===== src/rtl/gpu_uart_pkg.sv =====
`default_nettype none
// ============================================================================
// Module      : gpu_uart_pkg
// Description : Shared definitions for the GPU UART blocks: receiver FSM
//               state encoding and the nominal bit period at the 20 MHz
//               core clock (20 MHz / 115200 baud, rounded).
// Revision    : 1.0 - initial release
// ============================================================================
package gpu_uart_pkg;

    localparam int UART_CLKS_PER_BIT_20MHZ = 174;

    typedef enum logic [2:0] {
        IDLE  = 3'd0,
        START = 3'd1,
        DATA  = 3'd2,
        STOP  = 3'd3,
        BREAK = 3'd4
    } uart_rx_state_e;

endpackage
`default_nettype wire


===== src/rtl/gpu_byte_fifo.sv =====
`default_nettype none
// ============================================================================
// Module      : gpu_byte_fifo
// Description : 2-entry, 8-bit, single-clock FIFO. Head/tail register pair,
//               valid/ready read side, push write side with a registered
//               one-cycle overrun pulse when a push is refused.
// Ports       : clk, rst_n         - core clock, async active-low reset
//               push, push_data    - write request and byte
//               data_out           - head byte (holds while empty)
//               data_valid_out     - FIFO non-empty (registered)
//               data_ready_in      - consumer accepts head
//               overrun_out        - pulse: push dropped because full
// Revision    : 1.0 - initial release
// ============================================================================
module gpu_byte_fifo (
    input  logic       clk,
    input  logic       rst_n,
    input  logic       push,
    input  logic [7:0] push_data,
    output logic [7:0] data_out,
    output logic       data_valid_out,
    input  logic       data_ready_in,
    output logic       overrun_out
);

    logic [1:0] r_count;
    logic [7:0] r_head;
    logic [7:0] r_tail;
    logic       r_overrun;

    logic w_pop;
    logic w_full;
    logic w_drop;
    logic w_push_ok;

    assign w_pop     = (r_count != 2'd0) && data_ready_in;
    assign w_full    = (r_count == 2'd2);
    // A push into a full FIFO survives only if the head leaves this cycle.
    assign w_drop    = push && w_full && !w_pop;
    assign w_push_ok = push && !w_drop;

    always_ff @(posedge clk or negedge rst_n) begin
        if (!rst_n) begin
            r_count   <= 2'd0;
            r_head    <= 8'h00;
            r_tail    <= 8'h00;
            r_overrun <= 1'b0;
        end else begin
            r_overrun <= w_drop;
            case ({w_push_ok, w_pop})
                2'b10: begin
                    if (r_count == 2'd0) r_head <= push_data;
                    else                 r_tail <= push_data;
                    r_count <= r_count + 2'd1;
                end
                2'b01: begin
                    // Head is only replaced when a second entry exists, so
                    // data_out keeps the last byte once the FIFO drains.
                    if (r_count == 2'd2) r_head <= r_tail;
                    r_count <= r_count - 2'd1;
                end
                2'b11: begin
                    if (r_count == 2'd1) begin
                        r_head <= push_data;
                    end else begin
                        r_head <= r_tail;
                        r_tail <= push_data;
                    end
                end
                default: ;
            endcase
        end
    end

    assign data_out       = r_head;
    assign data_valid_out = (r_count != 2'd0);
    assign overrun_out    = r_overrun;

endmodule
`default_nettype wire


===== src/rtl/gpu_uart_rx.sv =====
`default_nettype none
// ============================================================================
// Module      : gpu_uart_rx
// Description : 8N1 UART receiver for the tiniest-GPU command stream. Two-FF
//               synchroniser, mid-bit sampling, start/stop validation,
//               break absorption, 2-entry output FIFO.
// Ports       : clk, rst_n         - core clock, async active-low reset
//               rx                 - raw asynchronous UART line (idle high)
//               data_out           - received byte at FIFO head
//               data_valid_out     - FIFO non-empty
//               data_ready_in      - consumer accepts head
//               frame_err_out      - pulse: stop bit sampled low
//               overrun_out        - pulse: good byte dropped, FIFO full
// Revision    : 1.0 - initial release
// ============================================================================
module gpu_uart_rx
    import gpu_uart_pkg::*;
#(
    parameter int CLKS_PER_BIT = UART_CLKS_PER_BIT_20MHZ,
    parameter int HALF_BIT     = CLKS_PER_BIT / 2
) (
    input  logic       clk,
    input  logic       rst_n,
    input  logic       rx,
    output logic [7:0] data_out,
    output logic       data_valid_out,
    input  logic       data_ready_in,
    output logic       frame_err_out,
    output logic       overrun_out
);

    localparam int c_CNT_W = $clog2(CLKS_PER_BIT);
    localparam logic [c_CNT_W-1:0] c_CNT_HALF = c_CNT_W'(HALF_BIT - 1);
    localparam logic [c_CNT_W-1:0] c_CNT_FULL = c_CNT_W'(CLKS_PER_BIT - 1);

    logic                r_sync1;
    logic                r_sync2;
    logic [1:0]          r_sync_fill;
    logic                r_armed;
    uart_rx_state_e      r_state;
    logic [c_CNT_W-1:0]  r_cnt;
    logic [2:0]          r_bit_idx;
    logic [7:0]          r_shreg;
    logic                r_frame_err;

    uart_rx_state_e      w_state_n;
    logic [c_CNT_W-1:0]  w_cnt_n;
    logic [2:0]          w_bit_idx_n;
    logic [7:0]          w_shreg_n;
    logic                w_push;
    logic                w_frame_err;
    logic                w_rx_s;

    assign w_rx_s = r_sync2;

    // The synchroniser flops reset to idle-high, so their contents say
    // nothing about the pin until two edges after reset. r_sync_fill marks
    // when w_rx_s really reflects the line; only then may a high level arm
    // the receiver. This keeps a line still low after a mid-frame reset
    // from being taken as a start bit.
    always_ff @(posedge clk or negedge rst_n) begin
        if (!rst_n) begin
            r_sync1     <= 1'b1;
            r_sync2     <= 1'b1;
            r_sync_fill <= 2'b00;
            r_armed     <= 1'b0;
        end else begin
            r_sync1     <= rx;
            r_sync2     <= r_sync1;
            r_sync_fill <= {r_sync_fill[0], 1'b1};
            r_armed     <= r_armed | (r_sync_fill[1] & w_rx_s);
        end
    end

    always_ff @(posedge clk or negedge rst_n) begin
        if (!rst_n) begin
            r_state     <= IDLE;
            r_cnt       <= '0;
            r_bit_idx   <= 3'd0;
            r_shreg     <= 8'h00;
            r_frame_err <= 1'b0;
        end else begin
            r_state     <= w_state_n;
            r_cnt       <= w_cnt_n;
            r_bit_idx   <= w_bit_idx_n;
            r_shreg     <= w_shreg_n;
            r_frame_err <= w_frame_err;
        end
    end

    always_comb begin
        w_state_n   = r_state;
        w_cnt_n     = r_cnt + c_CNT_W'(1);
        w_bit_idx_n = r_bit_idx;
        w_shreg_n   = r_shreg;
        w_push      = 1'b0;
        w_frame_err = 1'b0;
        case (r_state)
            IDLE: begin
                w_cnt_n = '0;
                if (r_armed && !w_rx_s) w_state_n = START;
            end
            START: begin
                if (r_cnt == c_CNT_HALF) begin
                    w_cnt_n     = '0;
                    w_bit_idx_n = 3'd0;
                    w_state_n   = w_rx_s ? IDLE : DATA;
                end
            end
            DATA: begin
                if (r_cnt == c_CNT_FULL) begin
                    w_cnt_n              = '0;
                    w_shreg_n[r_bit_idx] = w_rx_s;
                    w_bit_idx_n          = r_bit_idx + 3'd1;
                    if (r_bit_idx == 3'd7) w_state_n = STOP;
                end
            end
            STOP: begin
                // Leaving at the stop-bit centre puts IDLE half a bit ahead
                // of the next possible start edge.
                if (r_cnt == c_CNT_FULL) begin
                    w_cnt_n = '0;
                    if (w_rx_s) begin
                        w_push    = 1'b1;
                        w_state_n = IDLE;
                    end else begin
                        w_frame_err = 1'b1;
                        w_state_n   = BREAK;
                    end
                end
            end
            BREAK: begin
                w_cnt_n = '0;
                if (w_rx_s) w_state_n = IDLE;
            end
            default: begin
                w_cnt_n   = '0;
                w_state_n = IDLE;
            end
        endcase
    end

    assign frame_err_out = r_frame_err;

    gpu_byte_fifo u_fifo (
        .clk            (clk),
        .rst_n          (rst_n),
        .push           (w_push),
        .push_data      (r_shreg_push_data()),
        .data_out       (data_out),
        .data_valid_out (data_valid_out),
        .data_ready_in  (data_ready_in),
        .overrun_out    (overrun_out)
    );

    // The last data bit lands in r_shreg on the same edge as the move to
    // STOP, so by the stop sample r_shreg already holds the whole byte.
    function automatic logic [7:0] r_shreg_push_data();
        return r_shreg;
    endfunction

endmodule
`default_nettype wire


===== config.mk =====
export PLATFORM = sky130hd
export DESIGN_NAME = gpu_uart_rx
export DESIGN_NICKNAME = d
export VERILOG_FILES = /design/src/rtl/gpu_uart_pkg.sv /design/src/rtl/gpu_byte_fifo.sv /design/src/rtl/gpu_uart_rx.sv
export SDC_FILE = /design/constraint.sdc
export NUM_CORES = 1
export LEC_CHECK = 0
export ABC_AREA = 1
export CORE_UTILIZATION = 25
export DETAILED_ROUTE_END_ITERATION = 7
export GPL_TIMING_DRIVEN = 0
export PLACE_DENSITY = 0.45
export SETUP_SLACK_MARGIN = 0.05
export SYNTH_ARGS = -nofsm -noshare
export SYNTH_HDL_FRONTEND = slang
export SYNTH_SLANG_ARGS = --single-unit

===== constraint.sdc =====
create_clock -name clk -period 1.8 [get_ports clk]
set_input_delay 0.36 -clock clk [delete_from_list [all_inputs] [get_ports clk]]
set_output_delay 0.36 -clock clk [all_outputs]
set_load 0.01 [all_outputs]

==> flow_summary_export.csv <==
group,metric,value,unit
power,vdd_drop_max,0.364,mV
drt,num_vias,1884,
clocking,cts_buffer_depth,2,
global_routing,grt_max_degree,31,
drt,wl,4770,µm
drt,first_pass_iters,5,
clocking,clock_latency,300,ps
global_routing,grt_pass1_vias,1875,
floorplan,die_w,100,µm
logic_synthesis,yosysWarnings,0,
logic_synthesis,syn_nets,309,
drt,drt-met1-wl,2330,µm
drt,drc,0,
worst_setup_path,required,1440,ps
hold_path,hp-class,"input pin to asynchronous set/reset pin",
timing,fin_setup_tns,0,ps
global_routing,grt_usage,10.5,%
floorplan,die_h,100,µm
worst_setup_path,reg2reg_depth,9,
logic_synthesis,ys_seq_area_share,48.9,%
place,dp_hpwl,3470,µm
clocking,cts_tree,"built",
logic_synthesis,syn_area_per_cell,8.11,µm²
place,routabilityCongestion,0.743,
floorplan,dieArea,0.0100,mm²
run_status,failed_checks,"negative hold slack",
power,p_total,2.26,mW
timing,fmax,589,MHz
drt,wl_met2,2200,µm
floorplan,core_area,0.00928,mm²
logic_synthesis,synthCells,297,
clocking,cts_max_level,2,
floorplan,start_util,26.0,%
drt,first_iter_violations,52,
floorplan,top_level_ports,15,
final_layout,synthToLayoutAreaGrowth,22.6,%
place,dp.cells,441,
drt,wl_met3,153,µm
timing,fin_crit_sh,94.3,%
power,cellPowerDensity,766,mW/mm²
worst_setup_path,crit_path_end_kind,"output port",
timing,drv_slew,0,
clocking,cts-root-buf,"clkbuf_8",
floorplan,rows,35,
clocking,cts_hold_buf,0,
drt,wire_per_inst,10.4,µm
timing,finalClockSkew,12.3,ps
global_routing,gr-total-overflow,0,
drt,highest_layer,"met4",
power,leakagePower,1.42,nW
worst_setup_path,crit_fanout,3,
timing,rsz0062_at_grt,"true",
drt,drtAntennaViolNets,0,
logic_synthesis,ys_seq_elements,47,
clocking,path_clk_slew,90,ps
worst_setup_path,startpoint_type,"flip-flop",
clocking,clock_sinks,47,
global_routing,antenna_found_initial,0,
global_routing,grt_pass1_wl,8460,µm
place,portBuffers,14,
final_layout,n_antenna_cell,0,
final_layout,drive_gt1_share,16.4,%
timing,min_period,1700,ps
final_layout,fillers,1002,
job,drv_cap,0,
logic_synthesis,syn_area,0.00241,mm²
timing,hold_viol,8,
final_layout,nets,340,
run_status,outcome,"finished with violations",
logic_synthesis,ys_types,32,
clocking,cts_made_buffers,5,
worst_setup_path,cp.arrival,1340,ps
worst_setup_path,crit_type,"flip-flop to output port",
timing,hold_slack,-11.5,ps
drt,viasPerCell,4.11,
timing,finalSetupViolations,0,
final_layout,stdcell_count,458,
sequential cells by signal (all words and copies together) (netlist names), 2 cells and up:
name	count
r_bit_idx	3
r_shreg	8
r_state	3
u_fifo.r_count	2
r_sync_fill	2
r_cnt	8
u_fifo.r_tail	8
u_fifo.data_out	8
cell families (layout without fill, tap and decap cells):
group                      count (synthesis)  count (layout)  share of synthesized area (%)
AOI/OAI and AO/OA                         18              19                           5.24
buffers and inverters                     47              78                           7.68
and+or+nand+nor                          173             173                           32.8
adders and majority gates                  8               8                           4.15
xor gates and xnor gates                   3               3                           1.09
DFF                                       47              47                           48.9
other                                      1               1                          0.156
stage by stage:
step / utilization (%) / hold slack, ps / setup WS, ps / area (µm²)
floorplan: - / 64.4 / 235 / 2410
global placement: 29.2 / 333 / -1100 / 2710
detailed placement: 29.4 / 329 / -4.45 / 2730
CTS: 30.5 / 1.38 / 46.9 / 2840
global route: 31.8 / 16.0 / 24.8 / 2950
finish: 31.8 / -11.5 / 102 / 2950
timing repair:
action,in CTS,in global routing
cloned,0,1
resized for setup,2,18
buffers inserted,1,7
pin swaps,0,4
hold endpoints to repair,0,0
setup endpoints to repair,10,26
per-layer routing:
metal | up-vias | GRT usage, %
met3 | 8 | 2.58
li1 | 999 | -
met5 | - | 0
met4 | 0 | 3.68
met1 | 841 | 13.4
met2 | 36 | 17.1
final cells by class:
type | count | area, µm² | area share [%]
Timing Repair Buffer | 23 | 214 | 7.24
Inverter | 44 | 169 | 5.72
Tap cell | 129 | 161 | 5.46
Sequential cell | 47 | 1180 | 39.9
Clock inverter | 1 | 5.00 | 0.169
Buffer | 3 | 20.0 | 0.678
Multi-Input combinational cell | 204 | 1120 | 37.9
Clock buffer | 7 | 86.3 | 2.92
cell usage after synthesis:
| library cell | n | area [µm²] |
|---|---|---|
| xor2_1 | 2 | 17.5 |
| inv_2 | 4 | 15.0 |
| clkbuf_1 | 1 | 3.75 |
| nor2_4 | 1 | 11.3 |
| ha_1 | 8 | 100 |
| nor3_1 | 2 | 10.0 |
| nand3_4 | 1 | 17.5 |
| inv_4 | 1 | 6.26 |
| o21ai_1 | 8 | 40.0 |
| nor3b_1 | 2 | 15.0 |
| nor2_1 | 26 | 97.6 |
| buf_2 | 1 | 5.00 |
| nor2_8 | 1 | 20.0 |
| a21oi_1 | 3 | 15.0 |
| o21ai_0 | 3 | 15.0 |
| nand4_1 | 2 | 12.5 |
| a21boi_4 | 1 | 18.8 |
| o2111ai_2 | 1 | 15.0 |
| clkinv_2 | 1 | 5.00 |
| nand2_2 | 2 | 12.5 |
| dfstp_2 | 2 | 52.6 |
| nand3_2 | 2 | 20.0 |
| conb_1 | 1 | 3.75 |
| a21oi_4 | 1 | 16.3 |
| inv_1 | 38 | 143 |
| nand2_1 | 88 | 330 |
| nand3_1 | 44 | 220 |
| dfrtp_1 | 45 | 1130 |
| xnor2_1 | 1 | 8.76 |
| nand2_4 | 2 | 22.5 |
| a31oi_1 | 1 | 6.26 |
| buf_4 | 1 | 7.51 |
worst max-delay path, stage by stage, from the launching register on:
cell and delay (ps):
dfrtp_1 390, inv_1 100, ha_2 200, inv_1 70, dlygate4sd2_1 280
report_power, final:
group / total, mW / internal [mW] / switching [mW] / leakage [nW]
Combinational: 0.402 / 0.139 / 0.263 / 0.777
Sequential: 1.19 / 1.11 / 0.0787 / 0.591
Clock: 0.666 / 0.311 / 0.355 / 0.0482
final timing paths:
kind	to	startpoint	slack, ps
max	data_valid_out	u_fifo.r_count[0]$_DFFE_PN0P_	100
min	r_sync_fill[0]$_DFF_PN0_	rst_n	-10
max reg2reg	r_cnt[3]$_DFF_PN0_	r_cnt[1]$_DFF_PN0_	180
min reg2reg	r_sync_fill[1]$_DFF_PN0_	r_sync_fill[0]$_DFF_PN0_	360
max in group asynchronous	r_shreg[4]$_DFFE_PN0P_	rst_n	1290
min in group clk	r_sync_fill[1]$_DFF_PN0_	r_sync_fill[0]$_DFF_PN0_	360
layout by cell type, fill, tap and decap left out, drive strengths merged, types with 4 or more instances in the layout:
master,count
a21oi,4
buf,12
clkbuf,8
clkdlybuf4s50,12
dfrtp,45
ha,8
inv,43
nand2,92
nand3,47
nor2,28
o21ai,11
No activity file was read; power rests on OpenSTA's default activity.
